<file path="config.mk">
export PLATFORM = sky130hd
export DESIGN_NAME = lp_ser_link_ctrl
export DESIGN_NICKNAME = d
export VERILOG_FILES = /design/src/rtl/lp_ser_link_ctrl.sv
export SDC_FILE = /design/constraint.sdc
export NUM_CORES = 1
export LEC_CHECK = 0
export BUFFER_PORTS_ARGS = -buffer_cell sky130_fd_sc_hd__buf_4
export CAP_MARGIN = 40
export CORE_AREA = 2 2 49 51
export DETAILED_ROUTE_END_ITERATION = 7
export DIE_AREA = 0 0 51 53
export PLACE_DENSITY = 0.69
export SYNTH_ARGS = -nofsm -noshare
export SYNTH_HDL_FRONTEND = slang
export SYNTH_SLANG_ARGS = --single-unit
</file>
<file path="constraint.sdc">
create_clock -name clk_i -period 2 [get_ports clk_i]
set_input_delay 0.4 -clock clk_i [delete_from_list [all_inputs] [get_ports clk_i]]
set_output_delay 0.4 -clock clk_i [all_outputs]
set_load 0.05 [all_outputs]
</file>
<file path="src/rtl/lp_ser_link_ctrl.sv">
// Startup sequencer and word-slot scheduler for the lp tree serializer.
// Brings the divider tree out of reset, locks a slot counter to div_clk_i, then issues one word per slot.
//
// state  | meaning
// IDLE   | link off, divider tree held in reset
// HOLD   | divider reset asserted for HOLD_CYCLES cycles
// SETTLE | divider released, waiting for the divided clocks to settle
// ALIGN  | waiting (bounded) for a div_clk_i rising edge to phase the slot counter
// RUN    | slot counter locked, one word loaded every WIDTH cycles

module lp_ser_link_ctrl #(
  parameter int unsigned      WIDTH         = 4,
  parameter int unsigned      SETTLE_CYCLES = 16,
  parameter logic [WIDTH-1:0] IDLE_WORD     = '0
) (
  input  logic             clk_i,
  input  logic             rst_i,
  input  logic             en_i,
  input  logic             err_clr_i,
  input  logic             div_clk_i,
  output logic             div_rst_o,
  input  logic [WIDTH-1:0] data_i,
  input  logic             valid_i,
  output logic             ready_o,
  output logic [WIDTH-1:0] word_o,
  output logic             load_o,
  output logic             locked_o,
  output logic             err_o
);

  localparam int unsigned HOLD_CYCLES  = 4;
  localparam int unsigned ALIGN_CYCLES = 2 * WIDTH;
  localparam int unsigned TMR_MAX_A    = (SETTLE_CYCLES > ALIGN_CYCLES) ? SETTLE_CYCLES : ALIGN_CYCLES;
  localparam int unsigned TMR_MAX      = (TMR_MAX_A > HOLD_CYCLES) ? TMR_MAX_A : HOLD_CYCLES;
  localparam int unsigned TMR_W        = $clog2(TMR_MAX);
  localparam int unsigned SLOT_W       = $clog2(WIDTH);

  localparam logic [TMR_W-1:0]  TMR_HOLD   = TMR_W'(HOLD_CYCLES - 1);
  localparam logic [TMR_W-1:0]  TMR_SETTLE = TMR_W'(SETTLE_CYCLES - 1);
  localparam logic [TMR_W-1:0]  TMR_ALIGN  = TMR_W'(ALIGN_CYCLES - 1);
  localparam logic [SLOT_W-1:0] SLOT_LAST  = SLOT_W'(WIDTH - 1);

  typedef enum logic [2:0] {
    ST_IDLE,
    ST_HOLD,
    ST_SETTLE,
    ST_ALIGN,
    ST_RUN
  } state_t;

  state_t             state_q, state_d;
  logic [SLOT_W-1:0]  slot_q, slot_d;
  logic [TMR_W-1:0]   tmr_q, tmr_d;
  logic               stop_q, stop_d;
  logic               div_q1, div_q2;
  logic               div_edge;
  logic               phase_err;
  logic               err_set;
  logic               err_q;
  logic               div_rst_q, load_q, locked_q;
  logic [WIDTH-1:0]   word_q;
  logic               load_d;
  logic               xfer;

  assign div_edge = div_q1 & ~div_q2;

  // Once en_i drops in RUN, stop_q keeps ready_o low until the link is back in IDLE.
  assign ready_o = (state_q == ST_RUN) && (slot_q == SLOT_LAST) && en_i && !stop_q;
  assign xfer    = valid_i & ready_o;

  assign phase_err = (slot_q == SLOT_LAST) ? ~div_edge : div_edge;

  always_comb begin
    state_d = state_q;
    slot_d  = '0;
    tmr_d   = (tmr_q != '0) ? tmr_q - TMR_W'(1) : tmr_q;
    stop_d  = 1'b0;
    err_set = 1'b0;
    case (state_q)
      ST_IDLE: begin
        if (en_i) begin
          state_d = ST_HOLD;
          tmr_d   = TMR_HOLD;
        end
      end
      ST_HOLD: begin
        if (!en_i) begin
          state_d = ST_IDLE;
        end else if (tmr_q == '0) begin
          state_d = ST_SETTLE;
          tmr_d   = TMR_SETTLE;
        end
      end
      ST_SETTLE: begin
        if (!en_i) begin
          state_d = ST_IDLE;
        end else if (tmr_q == '0) begin
          state_d = ST_ALIGN;
          tmr_d   = TMR_ALIGN;
        end
      end
      ST_ALIGN: begin
        if (!en_i) begin
          state_d = ST_IDLE;
        end else if (div_edge) begin
          state_d = ST_RUN;
        end else if (tmr_q == '0) begin
          state_d = ST_HOLD;
          tmr_d   = TMR_HOLD;
          err_set = 1'b1;
        end
      end
      ST_RUN: begin
        stop_d = stop_q | ~en_i;
        if (phase_err) begin
          state_d = ST_HOLD;
          tmr_d   = TMR_HOLD;
          err_set = 1'b1;
          stop_d  = 1'b0;
        end else if (stop_q && slot_q == '0) begin
          state_d = ST_IDLE;
          stop_d  = 1'b0;
        end else begin
          slot_d = slot_q + SLOT_W'(1);
        end
      end
      default: state_d = ST_IDLE;
    endcase
  end

  // Outputs are registered from the next-state decode so they line up with the state they describe.
  assign load_d = (state_d == ST_RUN) && (slot_d == '0);

  always_ff @(posedge clk_i or negedge rst_i) begin
    if (!rst_i) begin
      state_q   <= ST_IDLE;
      slot_q    <= '0;
      tmr_q     <= '0;
      stop_q    <= 1'b0;
      div_q1    <= 1'b0;
      div_q2    <= 1'b0;
      err_q     <= 1'b0;
      div_rst_q <= 1'b0;
      load_q    <= 1'b0;
      locked_q  <= 1'b0;
      word_q    <= IDLE_WORD;
    end else begin
      state_q   <= state_d;
      slot_q    <= slot_d;
      tmr_q     <= tmr_d;
      stop_q    <= stop_d;
      div_q1    <= div_clk_i;
      div_q2    <= div_q1;
      err_q     <= err_set | (err_q & ~err_clr_i);
      div_rst_q <= (state_d == ST_SETTLE) || (state_d == ST_ALIGN) || (state_d == ST_RUN);
      load_q    <= load_d;
      locked_q  <= (state_d == ST_RUN);
      if (load_d) begin
        word_q <= xfer ? data_i : IDLE_WORD;
      end
    end
  end

  assign div_rst_o = div_rst_q;
  assign load_o    = load_q;
  assign locked_o  = locked_q;
  assign err_o     = err_q;
  assign word_o    = word_q;

endmodule

</file>
==> results of run 1 <==
state kept, by name, indices dropped and copies added (netlist names):
signal and flops:
state_q 3, stop_q 1, div_q2 1, div_q1 1, load_o 1, tmr_q 4
div_rst_o 1, err_o 1, word_o 4, locked_o 1, slot_q 2
worst min-delay path by stage:
stage / endpoint / startpoint / depth (start not counted) / slack, ps
3_5_place_dp: tmr_q[3]$_DFF_PN0_ / rst_i / 1 / 290
2_1_floorplan: div_q1$_DFF_PN0_ / rst_i / 0 / 100
3_3_place_gp: tmr_q[0]$_DFF_PN0_ / rst_i / 1 / 290
4_1_cts: div_q1$_DFF_PN0_ / div_clk_i / 1 / 180
5_1_grt: div_q1$_DFF_PN0_ / div_clk_i / 1 / 170
6_report: div_q1$_DFF_PN0_ / div_clk_i / 1 / 190
metrics by stage:
stage / std cells / hold WS, ps / worst slack, ps / cell area [um2] / power (mW)
6_report: 146 / 189 / 86.2 / 1250 / 1.24
2_1_floorplan: 94 / 104 / 443 / 1020 / 0.811
3_5_place_dp: 137 / 291 / 311 / 1160 / 0.874
4_1_cts: 142 / 180 / 24.6 / 1220 / 1.21
5_1_grt: 146 / 165 / 5.69 / 1250 / 1.32
3_3_place_gp: 137 / 292 / 358 / 1160 / 0.859
logic make-up (layout without fill, tap and decap cells):
kind of cell	count (synthesis)	after routing
AND/OR/NAND/NOR	35	35
AO/OA/AOI/OAI	22	22
flip-flops	20	20
buffers and inverters	10	34
adder cells (fa/ha/maj)	4	4
XOR/XNOR	3	3
area by class of cell:
cell class,instances,area [um2],area share
clock buffer,3,22.5,0.0179
timing repair buffer,23,175,0.140
sequential,20,503,0.401
inverter,7,26.3,0.0209
clock inverter,1,30.0,0.0239
multi-input combinational,64,463,0.369
tap,28,35.0,0.0279
worst reg2reg max path, cell delays in order, from the launching register on:
cell     delay, ps
dfrtp_1        410
inv_1           70
ha_1           190
nor3b_2        310
inv_2          100
ha_1           280
a211o_1        250
layout by cell type (no fill, tap or decap), types with 3 or more instances in the layout:
master / count
a21oi_1: 5
buf_4: 22
clkbuf_4: 3
dfrtp_1: 18
ha_1: 4
inv_1: 6
nand2_1: 4
nand2b_1: 3
nand3_1: 3
nand4_1: 4
nor2_1: 6
o2bb2ai_1: 4
or2_1: 3
report_power, final:
part	internal, mW	switching (mW)	leakage (nW)
clock	0.203	0.126	0.0279
combinational	0.178	0.196	0.320
sequential	0.467	0.0659	0.263
total	0.848	0.388	0.611
routing by layer:
metal	vias up	part of all wire	track usage
met3	5	0.045	0.0367
met2	29	0.49	0.307
met4	0	0.025	0.135
li1	389	-	-
met5	-	0	0
met1	382	0.43	0.212
what timing repair did:
action | CTS | global route
hold buffers | 1 | 0
resized for setup | 2 | 1
buffers inserted | 0 | 4
setup endpoints to repair | 1 | 1
hold endpoints to repair | 20 | 0
==> flow_metrics.tcl, run 1 <==
set metrics [dict create \
    syn_inst 94 \
    final_max_slew_viol_count 0 \
    hold_viol_final 0 \
    yosysTopAreaCellShare 0.491 \
    final.period_utilization 0.957 \
    yosys.area_share.adder 0.0491 \
    clk_pin_slew_ps 110 \
    startpoint_type "flop" \
    synth_top_family_by_area "simple AND/OR/NAND/NOR gates" \
    start_util 0.474 \
    cpMaxStageDelayCell "dfrtp_2" \
    dp_hpwl_um 1510 \
    fin_skew_ps 6.49 \
    fin_util 0.584 \
    reg2regPathDepth 6 \
    synthesis.area_um2 1020 \
    grt_setup_unrepaired "no" \
    cp.required_ps 1600 \
    r2r-end "tmr_q[0]$_DFF_PN0_" \
    critical_path_depth 3 \
    synth_nets 108 \
    synth_mux_area_frac 0 \
    ios 19 \
    drive_gt1_frac 0.297 \
    synth_edf_count 0 \
    hold_path.class "in -> reg" \
    die_w_um 51 \
    arrival_ps 1510 \
    netlist_top_cells_area "dfrtp_1 (49%), ha_1 (4.9%), o2bb2ai_1 (3.4%), a21oi_1 (2.5%), nand4_1 (2.5%)" \
    synth_area_per_cell_um2 10.8 \
    track_usage 0.185 \
    die_area_um2 2700 \
    syn2layout_area_growth_pct 23.2 \
    r2r-start "tmr_q[1]$_DFF_PN0_" \
    detail_route.first_pass.iterations 4 \
    p_leak_nw 0.611 \
    ys.flop_type "dfrtp_1" \
    end_kind "output port" \
    cts_inserted_buffers 3 \
    yosys.area_share.simple 0.219 \
    antenna_found_initial 0 \
    synth_xor_area_frac 0.0258 \
    io_buffers 18 \
    grt_max_degree 21 \
    clkSinkCount 20 \
    synth_compound_area_frac 0.160 \
    tritoncts "yes" \
    wl_per_cell_um 13.9 \
    ant_nets 0 \
    timing.reg2reg.setup_slack_ps 290 \
    grt-ovfl-total 0 \
    nets 133 \
    crit_path_end "ready_o" \
    drt_iter0_markers 12 \
    clockBufferDepth 2 \
    yosys-top-cells-count "dfrtp_1 (20), inv_1 (6), nor2_1 (6)" \
    slew_headroom 0.741 \
    place.gp.congestion 0.718 \
    vias 805 \
    routed_wl_um 2040 \
    crit_buf_inv 1 \
    vdd_drop_max_v 0.000654 \
    fmax_ghz 0.523 \
    n_antenna_cell 0 \
    worstMarginPinSlew_ps 388 \
    route.detailed.drc 0 \
    via_per_inst 5.51 \
    ys_types 38 \
    yosys_warnings 0 \
    row_count 17 \
    tns_ps 0 \
    grt_pass1_vias 808 \
    powerDensity_nw_per_um2 985 \
    setup_viol 0 \
    clock-root-buffer "clkbuf_4" \
    async_flop_share 1.00 \
    design.core.area_um2 2150 \
    ys_ff_latch 20 \
    crit_chain "nor3b_4 > and3_2 > buf_4" \
    timing.final.crit_period_ps 1910 \
    clock_latency_ps 310 \
    status "finished, final reports clean" \
    yosysSeqAreaShare 0.491 \
    h-tree-depth 1 \
    grt_pass1_wl_um 3530 \
    cp_top_family "simple AND/OR/NAND/NOR gates" \
    max_stage_delay_ps 470 \
    die_h_um 53 \
    path_class "reg -> out" \
    fill_cells 182 \
    yosysMostFrequentCell "dfrtp_1" \
    startpoint "state_q[0]$_DFF_PN0_" \
    synth_top_cell_by_area "dfrtp_1" \
    worstPathMaxFanout 5 \
    maxCapViolations 0 \
]
(Power assumes the default switching activity.)
==> inputs of run 2 (changes only) <==
CTS_BUF_LIST = sky130_fd_sc_hd__clkbuf_2 sky130_fd_sc_hd__clkbuf_4 sky130_fd_sc_hd__clkbuf_8   (was default)
PLACE_DENSITY = 0.76   (was 0.69)
==> flow_metrics.tcl, run 2 (synthesis gave the netlist of run 1 again) <==
set metrics [dict create \
    status "finished, final reports clean" \
    ant_nets 0 \
    worstMarginPinSlew_ps 424 \
    track_usage 0.180 \
    design_area_um2 1260 \
    clock-root-buffer "clkbuf_4" \
    cp.required_ps 1600 \
    syn2layout_area_growth_pct 24.0 \
    grt-ovfl-total 0 \
    die_area_um2 2700 \
    clockBufferDepth 2 \
    worstPathMaxFanout 5 \
    dp_hpwl_um 1560 \
    io_buffers 18 \
    final_max_slew_viol_count 0 \
    design.core.area_um2 2150 \
    antenna_found_initial 0 \
    drt_iter0_markers 10 \
    clkSinkCount 20 \
    final.period_utilization 0.946 \
    p_leak_nw 0.616 \
    grt_pass1_wl_um 3460 \
    route.detailed.drc 0 \
    routed_wl_um 2100 \
    end_kind "output port" \
    tns_ps 0 \
    start_util 0.474 \
    hold_viol_final 0 \
    maxCapViolations 0 \
    setup_viol 0 \
    fin_skew_ps 12.6 \
    die_h_um 53 \
    via_per_inst 5.31 \
    final_cell_mix "buf_4 (23), dfrtp_1 (18), nor2_1 (6), inv_1 (6), a21oi_1 (5)" \
    fmax_ghz 0.529 \
    path_class "reg -> out" \
    placed_cell_area_um2 1160 \
    vdd_drop_max_v 0.000544 \
    wl_per_cell_um 14.3 \
    pre_cts_slack_ps 279 \
    grt_max_degree 21 \
    cts_inserted_buffers 3 \
    grt_setup_unrepaired "no" \
    powerDensity_nw_per_um2 994 \
    h-tree-depth 1 \
    row_count 17 \
    startpoint_type "flop" \
    p_total_mw 1.25 \
    die_w_um 51 \
    hold_path.class "in -> reg" \
    slew_headroom 0.717 \
    drive_gt1_frac 0.303 \
    layout_commonest_cell "buf_4" \
    ios 19 \
    timing.final.crit_period_ps 1890 \
    clk_pin_slew_ps 120 \
    tritoncts "yes" \
    place.gp.congestion 0.828 \
    fin_ws_ps 109 \
    vias 780 \
    fill_cells 186 \
    detail_route.first_pass.iterations 4 \
    n_antenna_cell 0 \
    grt_pass1_vias 776 \
    nets 134 \
    arrival_ps 1490 \
    clock_latency_ps 300 \
]
[run 2: timing repair]
action,CTS,global route
hold endpoints to repair,20,0
buffers inserted,0,5
endpoints found under the setup margin,1,1
hold buffers,1,0
gates resized for setup,2,1
[run 2: through the flow]
stage	utilization	hold WS, ps	std cells
2_1_floorplan	-	104	94
3_3_place_gp	0.539	288	137
3_5_place_dp	0.539	292	137
4_1_cts	0.570	183	142
5_1_grt	0.588	175	147
6_report	0.588	191	147
[run 2: final timing paths]
kind,startpoint,end,slack [ps],cells past startpoint
max,state_q[0]$_DFF_PN0_,ready_o,110,3
min,div_clk_i,div_q1$_DFF_PN0_,190,1
max reg2reg,tmr_q[1]$_DFF_PN0_,tmr_q[0]$_DFF_PN0_,270,6
min reg2reg,div_q1$_DFF_PN0_,div_q2$_DFF_PN0_,460,0
max in group asynchronous,rst_i,state_q[1]$_DFF_PN0_,1290,2
min in group asynchronous,rst_i,tmr_q[0]$_DFF_PN0_,490,2
[run 2: critical path: stages, from the launching register on]
cell and delay [ps]:
dfrtp_2 460, nor3b_4 250, and3_2 270, buf_4 210
[run 2: layout make-up]
cell class / count / area, um2 / area share
Sequential cell: 20 / 503 / 0.398
Timing Repair Buffer: 24 / 183 / 0.145
Inverter: 7 / 26.3 / 0.0208
Tap cell: 28 / 35.0 / 0.0278
Clock buffer: 3 / 22.5 / 0.0178
Multi-Input combinational cell: 64 / 463 / 0.367
Clock inverter: 1 / 30.0 / 0.0238
[run 2: metal layers]
| metal | GRT usage | part of all wire |
|---|---|---|
| met5 | 0 | 0 |
| met4 | 0.0676 | 0.0048 |
| met3 | 0.0395 | 0.042 |
| met2 | 0.325 | 0.53 |
| met1 | 0.208 | 0.42 |
[run 2: power breakdown]
group	internal (mW)	switching, mW
sequential	0.467	0.0606
clock	0.203	0.126
combinational	0.190	0.208
==> inputs of run 3 (changes only) <==
PLACE_DENSITY = 0.79   (was 0.76)
clock period = 1.6 ns   (was 2 ns; I/O delays follow)
==> flow_metrics.tcl, run 3 (synthesis gave the netlist of run 1 again) <==
set metrics [dict create \
    violations "negative setup slack" \
    status "complete, but fails checks" \
    instances_no_fill 156 \
    whs_path_depth 1 \
    clockBufferDepth 2 \
    timing.final.crit_period_ps 1640 \
    track_usage 0.187 \
    powerDensity_nw_per_um2 1240 \
    cp.required_ps 1280 \
    hold_slack_ps 110 \
    design.core.area_um2 2150 \
    grt_setup_unrepaired "yes" \
    via_per_inst 5.42 \
    start_util 0.474 \
    startpoint_type "flop" \
    final_max_slew_viol_count 0 \
    syn2layout_area_growth_pct 35.7 \
    worstPathMaxFanout 2 \
    path_class "reg -> out" \
    die_h_um 53 \
    p_total_mw 1.72 \
    dp_hpwl_um 1630 \
    n_antenna_cell 0 \
    final.period_utilization 1.02 \
    end_kind "output port" \
    seq_area_um2 502 \
    ant_nets 0 \
    pre_cts_slack_ps -32.0 \
    drt_iter0_markers 8 \
    die_w_um 51 \
    fin_skew_ps 11.4 \
    hold_path_startpoint "div_clk_i" \
    arrival_ps 1320 \
    fill_cells 167 \
    worstMarginPinSlew_ps 330 \
    timing.reg2reg.setup_slack_ps 30 \
    layout_commonest_cell "buf_4" \
    row_count 17 \
    route.detailed.drc 0 \
    grt-ovfl-total 0 \
    clkSinkCount 20 \
    placed_cells 143 \
    min_to "div_q1$_DFF_PN0_" \
    fin_util 0.644 \
    grt_pass1_vias 871 \
    cts_inserted_buffers 3 \
    r2r-start "state_q[1]$_DFF_PN0_" \
    fmax_ghz 0.612 \
    vias 846 \
    wl_per_cell_um 14.8 \
    setup_viol 1 \
    routed_wl_um 2300 \
    hold_viol_final 0 \
    place.gp.congestion 0.789 \
    clock-root-buffer "clkbuf_4" \
    maxCapViolations 0 \
    slew_headroom 0.779 \
    hold_path.class "in -> reg" \
    antenna_found_initial 0 \
    ios 19 \
    drive_gt1_frac 0.398 \
    p_leak_nw 0.659 \
    r2r-end "word_o[2]$_DFFE_PN0P_" \
    multiInputGateArea_um2 509 \
    grt_pass1_wl_um 3680 \
    grt_max_degree 21 \
    reg2regPathDepth 6 \
    fin_ws_ps -35.3 \
    die_area_um2 2700 \
    detail_route.first_pass.iterations 4 \
    clk_pin_slew_ps 120 \
    final_cell_mix "buf_4 (31), dfrtp_1 (19), nor2_1 (6)" \
    io_buffers 18 \
    clock_latency_ps 300 \
    nets 143 \
    vdd_drop_max_v 0.000839 \
    tritoncts "yes" \
    h-tree-depth 1 \
]
-- run 3: worst max path at each step --
stage	end	slack [ps]	from
after floorplan	tmr_q[0]$_DFF_PN0_	40	tmr_q[0]$_DFF_PN0_
after global placement	tmr_q[0]$_DFF_PN0_	90	tmr_q[0]$_DFF_PN0_
after detailed placement	tmr_q[0]$_DFF_PN0_	-30	tmr_q[0]$_DFF_PN0_
after CTS	ready_o	-60	state_q[1]$_DFF_PN0_
after global routing	ready_o	-90	state_q[1]$_DFF_PN0_
final	ready_o	-40	state_q[1]$_DFF_PN0_
-- run 3: power by group --
part	total (mW)	switching (mW)	internal, mW
registers	0.656	0.0748	0.581
clock network	0.413	0.160	0.253
logic	0.647	0.325	0.322
-- run 3: timing repair --
action	4_1_cts	5_1_grt
hold endpoints to repair	20	0
setup buffers	5	3
pin swaps	2	5
hold buffers	1	0
resized for setup	8	5
setup endpoints to repair	3	6
-- run 3: layout make-up --
cell class,instances,share of cell area
inverters,7,0.0190
multi-input cells,64,0.368
clock inverters,1,0.0217
clock buffers,3,0.0163
flip-flops and latches,20,0.363
well taps,28,0.0253
repair buffers,33,0.186
-- run 3: critical path, cell delays in order, from the launching register on --
cell,delay (ps)
dfrtp_2,450
nor3b_4,200
and3_4,220
buf_8,140
-- run 3: per-layer routing --
metal | part of all wire | wire (um) | track usage | up-vias
met5 | 0 | 0 | 0 | -
met4 | 0.010 | 23 | 0.0856 | 0
met3 | 0.040 | 93 | 0.0254 | 2
met2 | 0.53 | 1220 | 0.333 | 25
met1 | 0.42 | 970 | 0.222 | 415
li1 | - | - | - | 404
-- run 3: per-stage QoR --
stage	cell area [um2]	setup TNS, ps
after floorplan	1020	0
after global placement	1200	0
after detailed placement	1200	-32.0
after CTS	1340	-56.5
after global routing	1380	-245
final	1380	-35.3
